==> config.mk <==
export PLATFORM = sky130hd
export DESIGN_NAME = sm_dot_acc
export DESIGN_NICKNAME = d
export VERILOG_FILES = /design/src/rtl/sm_dot_acc.sv
export SDC_FILE = /design/constraint.sdc
export NUM_CORES = 1
export LEC_CHECK = 0
export ABC_AREA = 1
export CAP_MARGIN = 20
export CORE_ASPECT_RATIO = 0.75
export CORE_MARGIN = 2
export CORE_UTILIZATION = 55
export CTS_BUF_LIST = sky130_fd_sc_hd__clkbuf_8 sky130_fd_sc_hd__clkbuf_16
export DETAILED_ROUTE_END_ITERATION = 10
export DONT_BUFFER_PORTS = 1
export GPL_TIMING_DRIVEN = 0
export PLACE_DENSITY_LB_ADDON = 0.05
export RECOVER_POWER = 50
export SLEW_MARGIN = 20
export SYNTH_ARGS = -nofsm -noshare
export SYNTH_HDL_FRONTEND = slang
export SYNTH_SLANG_ARGS = --single-unit
==> constraint.sdc <==
create_clock -name clk -period 10.1 [get_ports clk]
set_clock_uncertainty 0.1 [all_clocks]
set_input_delay 2.02 -clock clk [delete_from_list [all_inputs] [get_ports clk]]
set_output_delay 2.02 -clock clk [all_outputs]
set_load 0.02 [all_outputs]
==> src/rtl/sm_dot_acc.sv <==
// sm_dot_acc -- pipelined sign-magnitude dot-product accumulator.
//
// Each accepted beat carries LANES sign-magnitude activation/weight pairs.
// The lane products are turned into two's complement, summed, and added into
// a running accumulator. A beat flagged last closes the vector: the result
// and a sticky overflow flag are presented on a valid/ready output, and the
// accumulator restarts from zero on the same edge.
//
// Pipeline: S0 input register -> S1 lane products -> S2 lane sum -> S3 acc/out.
// A beat accepted at edge t shows up on out_valid after edge t+3.
//
// Ports
//   clk, rst        clock, asynchronous active-high reset
//   clr             synchronous flush of pipeline, accumulator and out_valid
//   in_valid/ready  input handshake; in_last marks the final beat of a vector
//   Amag/Asign      activation magnitudes (lane i at [i*DW +: DW]) and signs
//   Wmag/Wsign      weight magnitudes and signs
//   out_valid/ready output handshake
//   out_data        signed vector result (ACCW bits)
//   out_ovf         an overflow happened somewhere in this vector
module sm_dot_acc #(
  parameter int DW    = 8,
  parameter int LANES = 4,
  parameter int ACCW  = 32,
  parameter int SAT   = 0
) (
  input  logic                  clk,
  input  logic                  rst,
  input  logic                  clr,
  input  logic                  in_valid,
  output logic                  in_ready,
  input  logic                  in_last,
  input  logic [LANES*DW-1:0]   Amag,
  input  logic [LANES-1:0]      Asign,
  input  logic [LANES*DW-1:0]   Wmag,
  input  logic [LANES-1:0]      Wsign,
  output logic                  out_valid,
  input  logic                  out_ready,
  output logic [ACCW-1:0]       out_data,
  output logic                  out_ovf
);

  localparam int PW = 2*DW + 1;               // signed product width
  localparam int SW = PW + $clog2(LANES);     // signed lane-sum width

  // S0: registered operands
  logic                s0_valid_q, s0_valid_d, s0_last_q, s0_last_d;
  logic [LANES*DW-1:0] a_mag_q, a_mag_d, w_mag_q, w_mag_d;
  logic [LANES-1:0]    p_neg_q, p_neg_d;
  // S1: signed lane products
  logic                s1_valid_q, s1_valid_d, s1_last_q, s1_last_d;
  logic [PW-1:0]       lane_p [LANES];
  logic [PW-1:0]       p_q [LANES];
  logic [PW-1:0]       p_d [LANES];
  // S2: lane sum
  logic                s2_valid_q, s2_valid_d, s2_last_q, s2_last_d;
  logic [SW-1:0]       lane_sum;
  logic [SW-1:0]       s2_sum_q, s2_sum_d;
  // S3: accumulator and output register
  logic [ACCW-1:0]     acc_q, acc_d;
  logic                ovf_q, ovf_d;
  logic                out_valid_q, out_valid_d;
  logic [ACCW-1:0]     out_data_q, out_data_d;
  logic                out_ovf_q, out_ovf_d;

  logic                advance;
  logic [ACCW:0]       exact_sum;
  logic                beat_ovf;
  logic [ACCW-1:0]     beat_res;

  // Whole pipeline moves together; it only stops when a result is waiting.
  assign advance   = !out_valid_q || out_ready;
  assign in_ready  = advance && !clr;
  assign out_valid = out_valid_q;
  assign out_data  = out_data_q;
  assign out_ovf   = out_ovf_q;

  // Magnitude product, then negate when exactly one operand is negative.
  // A zero magnitude negates to zero, so there is no negative zero.
  for (genvar gi = 0; gi < LANES; gi++) begin : g_lane
    logic [2*DW-1:0] mag;
    assign mag = {{DW{1'b0}}, a_mag_q[gi*DW +: DW]} * {{DW{1'b0}}, w_mag_q[gi*DW +: DW]};
    assign lane_p[gi] = p_neg_q[gi] ? ({PW{1'b0}} - {1'b0, mag}) : {1'b0, mag};
  end

  always_comb begin
    lane_sum = '0;
    for (int i = 0; i < LANES; i++) begin
      lane_sum = lane_sum + {{(SW-PW+1){p_q[i][PW-1]}}, p_q[i][PW-2:0]};
    end
  end

  // One extra bit above ACCW catches the exact sum; overflow is the two top
  // bits disagreeing.
  always_comb begin
    exact_sum = {acc_q[ACCW-1], acc_q} + {{(ACCW-SW+2){s2_sum_q[SW-1]}}, s2_sum_q[SW-2:0]};
    beat_ovf  = exact_sum[ACCW] ^ exact_sum[ACCW-1];
    beat_res  = exact_sum[ACCW-1:0];
    if (SAT != 0 && beat_ovf) begin
      beat_res = exact_sum[ACCW] ? {1'b1, {(ACCW-1){1'b0}}} : {1'b0, {(ACCW-1){1'b1}}};
    end
  end

  always_comb begin
    s0_valid_d  = s0_valid_q;
    s0_last_d   = s0_last_q;
    a_mag_d     = a_mag_q;
    w_mag_d     = w_mag_q;
    p_neg_d     = p_neg_q;
    s1_valid_d  = s1_valid_q;
    s1_last_d   = s1_last_q;
    for (int i = 0; i < LANES; i++) p_d[i] = p_q[i];
    s2_valid_d  = s2_valid_q;
    s2_last_d   = s2_last_q;
    s2_sum_d    = s2_sum_q;
    acc_d       = acc_q;
    ovf_d       = ovf_q;
    out_valid_d = out_valid_q;
    out_data_d  = out_data_q;
    out_ovf_d   = out_ovf_q;

    if (clr) begin
      // out_data/out_ovf keep their last value; only validity is dropped.
      s0_valid_d  = 1'b0;
      s1_valid_d  = 1'b0;
      s2_valid_d  = 1'b0;
      acc_d       = '0;
      ovf_d       = 1'b0;
      out_valid_d = 1'b0;
    end else if (advance) begin
      s0_valid_d = in_valid;
      s0_last_d  = in_last;
      a_mag_d    = Amag;
      w_mag_d    = Wmag;
      p_neg_d    = Asign ^ Wsign;
      s1_valid_d = s0_valid_q;
      s1_last_d  = s0_last_q;
      for (int i = 0; i < LANES; i++) p_d[i] = lane_p[i];
      s2_valid_d = s1_valid_q;
      s2_last_d  = s1_last_q;
      s2_sum_d   = lane_sum;
      // Either nothing was waiting or the waiting result is taken this edge.
      out_valid_d = 1'b0;
      if (s2_valid_q) begin
        if (s2_last_q) begin
          out_data_d  = beat_res;
          out_ovf_d   = ovf_q | beat_ovf;
          out_valid_d = 1'b1;
          acc_d       = '0;
          ovf_d       = 1'b0;
        end else begin
          acc_d = beat_res;
          ovf_d = ovf_q | beat_ovf;
        end
      end
    end
  end

  always_ff @(posedge clk or posedge rst) begin
    if (rst) begin
      s0_valid_q  <= 1'b0;
      s0_last_q   <= 1'b0;
      a_mag_q     <= '0;
      w_mag_q     <= '0;
      p_neg_q     <= '0;
      s1_valid_q  <= 1'b0;
      s1_last_q   <= 1'b0;
      for (int i = 0; i < LANES; i++) p_q[i] <= '0;
      s2_valid_q  <= 1'b0;
      s2_last_q   <= 1'b0;
      s2_sum_q    <= '0;
      acc_q       <= '0;
      ovf_q       <= 1'b0;
      out_valid_q <= 1'b0;
      out_data_q  <= '0;
      out_ovf_q   <= 1'b0;
    end else begin
      s0_valid_q  <= s0_valid_d;
      s0_last_q   <= s0_last_d;
      a_mag_q     <= a_mag_d;
      w_mag_q     <= w_mag_d;
      p_neg_q     <= p_neg_d;
      s1_valid_q  <= s1_valid_d;
      s1_last_q   <= s1_last_d;
      for (int i = 0; i < LANES; i++) p_q[i] <= p_d[i];
      s2_valid_q  <= s2_valid_d;
      s2_last_q   <= s2_last_d;
      s2_sum_q    <= s2_sum_d;
      acc_q       <= acc_d;
      ovf_q       <= ovf_d;
      out_valid_q <= out_valid_d;
      out_data_q  <= out_data_d;
      out_ovf_q   <= out_ovf_d;
    end
  end

endmodule

==> summary.txt <==
Synth
  • Post-synth top cells: nand2_1, inv_1, dfrtp_1, ha_1, fa_1
  • Post-synthesis xor/xnor area fraction: 2.94%
  • Number of enable flip-flop cells after synthesis: 0
  • Netlist Area Pre-Place: 0.0229 mm2
  • Post-Synthesis Net Count: 3637
  • Post-synth top area share: 24.9%
  • Post-Synth Simple-Gate Area: 27.3%
  • Post-synthesis sequential area ratio: 24.9%
  • Complex-gate fraction of the synthesized area: 6.48%
  • FF+latch count, synth: ~230
  • Post-synthesis async set-or-reset flop share: 100%
  • Synthesized area per cell: 7.20 um2
  • Synth area leaders: dfrtp_1, nand2_1, fa_1
  • Syn Inst Count: 3181
  • Synth warnings: 0
  • Area leader, netlist: dfrtp_1
  • Top-count cell post-synth: nand2_1
  • Post-synthesis mux area share: 0%
  • Count of cell types in the netlist: 46
  • Main flop type after synthesis: dfrtp_1
  • Synthesized-area fraction occupied by adder cells: 26.6%
  • Combinational family with the most area after synthesis: simple AND/OR/NAND/NOR gates

Pwr
  • Worst VDD drop: 0.262 mV
  • PwrDens: 293 mW/mm2
  • Static leakage: 0.0144 uW
  • Total chip power: 7180 uW

Floorplan
  • Core Rows: 64
  • Die area: 0.0433 mm2
  • Die H: 181 um
  • IO Pins: 113
  • Core Footprint: 0.0409 mm2
  • Die Width: between 200 and 250 um
  • Initial core utilization: 56.0%

GRT
  • First-pass GRT wire length: 100 mm
  • Initial antenna violation count: 0
  • Grt ovf: 0
  • Largest net degree at the start of global routing: between 90 and 100
  • GRT Total Usage: slightly below 30%
  • Vias in the first global route: between 15000 and 20000

Critical path
  • Critical path endpoint category: output pin
  • Critical path, cell by cell: inv_1, nand2_1, nand2_1, clkbuf_1, clkinv_1, clkbuf_1, buf_2
  • WP data arrival: 3.91 ns
  • Slowest cell on crit path: clkbuf_1
  • Setup crit start kind: primary input
  • Max stage delay on crit path: 0.53 ns
  • R2r setup slk: between 4 and 5 ns
  • Crit Path Max Fanout: 10
  • Worst EP required: 7.98 ns
  • Worst setup path class: in2out

Timing
  • Fin crit share: between 50 and 60%
  • Slew @ Worst Pin: 2.16 ns
  • F_max: 0.166 GHz
  • Setup Viol. Count Final: 0
  • Post-route setup slack: just over 4 ns
  • Final hold violation count: 0
  • Max Slew Vio Count: 48
  • Worst rel slew slack: -44.8%
  • Unrepaired setup endpoints after global routing: no
  • Period minus WS final: 6.03 ns

Clocking
  • Setup Buffers After CTS: 0
  • Cts hold-fix bufs: 0
  • Later-pin clock latency in the skew report: between 0.5 and 0.6 ns
  • Cts repair resizes: 0
  • CTS max path bufs: 3
  • CTS root buf: clkbuf_16
  • CTS H-tree depth: 1
  • TritonCTS clock tree: built
  • Clock-pin slew on the worst setup and hold paths: approximately 0.060 ns
  • Total CTS buffers: 25
  • CTS sink cnt: between 200 and 250

Placed design
  • Number of I/O port buffers: 0
  • RD Place Congestion: 0.970
  • Post-Place Worst Slack: 4.32 ns
  • Placed cells: approximately 3700
  • DP HPWL: 48.8 mm

Routing
  • Antenna-violating nets left: 0
  • Total Wirelength: 60.7 mm
  • Routed via count: 19808
  • Starting DRT DRC Count: 1385
  • DRT Pass-1 Iters: 5
  • WL/cell: 16.0 um
  • Drc violations: 0
  • DR vias/cell: 5.23

Cells and area
  • Fin util: approximately 60%
  • Finished Layout Cells: 3790
  • Fillers: 3913
  • Syn-to-layout area delta: 6.94%
  • Antenna Cells: 0
  • Share of layout cells above drive strength 1: between 4 and 5%
  • # nets final: 3666

Flow run
  • Max Cap Viol: 1

Run status
  • Status: finished, violations left
  • Violated checks: max-capacitance violations, max-slew violations

Min path
  • Min-delay worst type: reg2reg
==> cell families after synthesis <==
kind of cell               Yosys count
and+or+nand+nor                   1520
buffers and inverters              708
adders and majority gates          378
AOI/OAI and AO/OA                  271
DFF                                228
xor gates and xnor gates            76
==> power by group <==
part | total [uW] | switching, uW | internal [uW]
sequential | 1440 | 286 | 1150
combinational | 4790 | 3060 | 1740
clock | 948 | 411 | 537
total | 7180 | 3750 | 3420
==> state kept, by name (all words and copies together) (netlist names), 4 cells and up <==
signal / flops
p_q: 68
out_data: 32
s2_sum_q: 19
acc_q: 32
p_neg_q: 4
w_mag_q: 32
a_mag_q: 32
==> routing by layer <==
| metal | vias to the layer above | wire (um) | GRT usage (%) |
|---|---|---|---|
| met5 | - | 0 | 0 |
| met4 | 0 | 911 | 4.60 |
| met3 | 64 | 4160 | 4.37 |
| met2 | 561 | 26500 | 44.7 |
| met1 | 9423 | 29200 | 43.7 |
| li1 | 9760 | - | - |
==> worst max-delay path: cells and delay by family <==
kind          cells  cell delay, ns
buf+inv           5            1.71
simple gates      2            0.17
==> stage by stage <==
stage	area (um2)	hold WS, ns	setup TNS (ns)
final	24500	0.386	0
after global routing	24500	0.417	0
after CTS	24500	0.391	0
after detailed placement	23700	0.373	0
after global placement	23600	0.367	-140.62
after floorplan	22900	0.342	0
==> cells in the final DEF, fill, tap and decap left out, types with 7 or more instances in the layout <==
master,n
nor3_1,14
nor2_1,152
buf_2,19
fa_1,180
inv_1,574
o21ai_1,7
buf_1,7
nand3_1,170
a31oi_1,25
clkbuf_16,25
o21ai_0,124
xnor2_1,30
clkbuf_1,91
a21oi_1,80
nand4_1,20
o21bai_1,8
nand3b_1,15
nor2_2,9
nand2_2,25
xor2_1,45
ha_1,198
clkinv_2,9
inv_2,7
or2_2,11
dfrtp_1,228
nand2_1,1088
==> area by class of cell <==
| cell class | instances | area (um2) | area share (%) |
|---|---|---|---|
| Multi-Input combinational cell | 2245 | 14500 | 59.1 |
| Sequential cell | 228 | 5710 | 23.3 |
| Inverter | 586 | 2200 | 8.99 |
| Tap cell | 561 | 702 | 2.87 |
| Clock buffer | 25 | 626 | 2.55 |
| Buffer | 122 | 512 | 2.09 |
| Clock inverter | 21 | 213 | 0.869 |
| Timing Repair Buffer | 2 | 55.1 | 0.225 |
==> path summary, 6_finish.rpt <==
path / startpoint / to / cells past startpoint
max in group asynchronous: rst / p_neg_q[1] / 3
setup / recovery: out_ready / in_ready / 7
setup reg to reg: a_mag_q[25] / p_q[14] / 24
min in group asynchronous: rst / out_data[0] / 1
hold reg to reg: acc_q[21] / acc_q[21] / 2
hold / removal: acc_q[21] / acc_q[21] / 2
(Power assumes the default switching activity.)
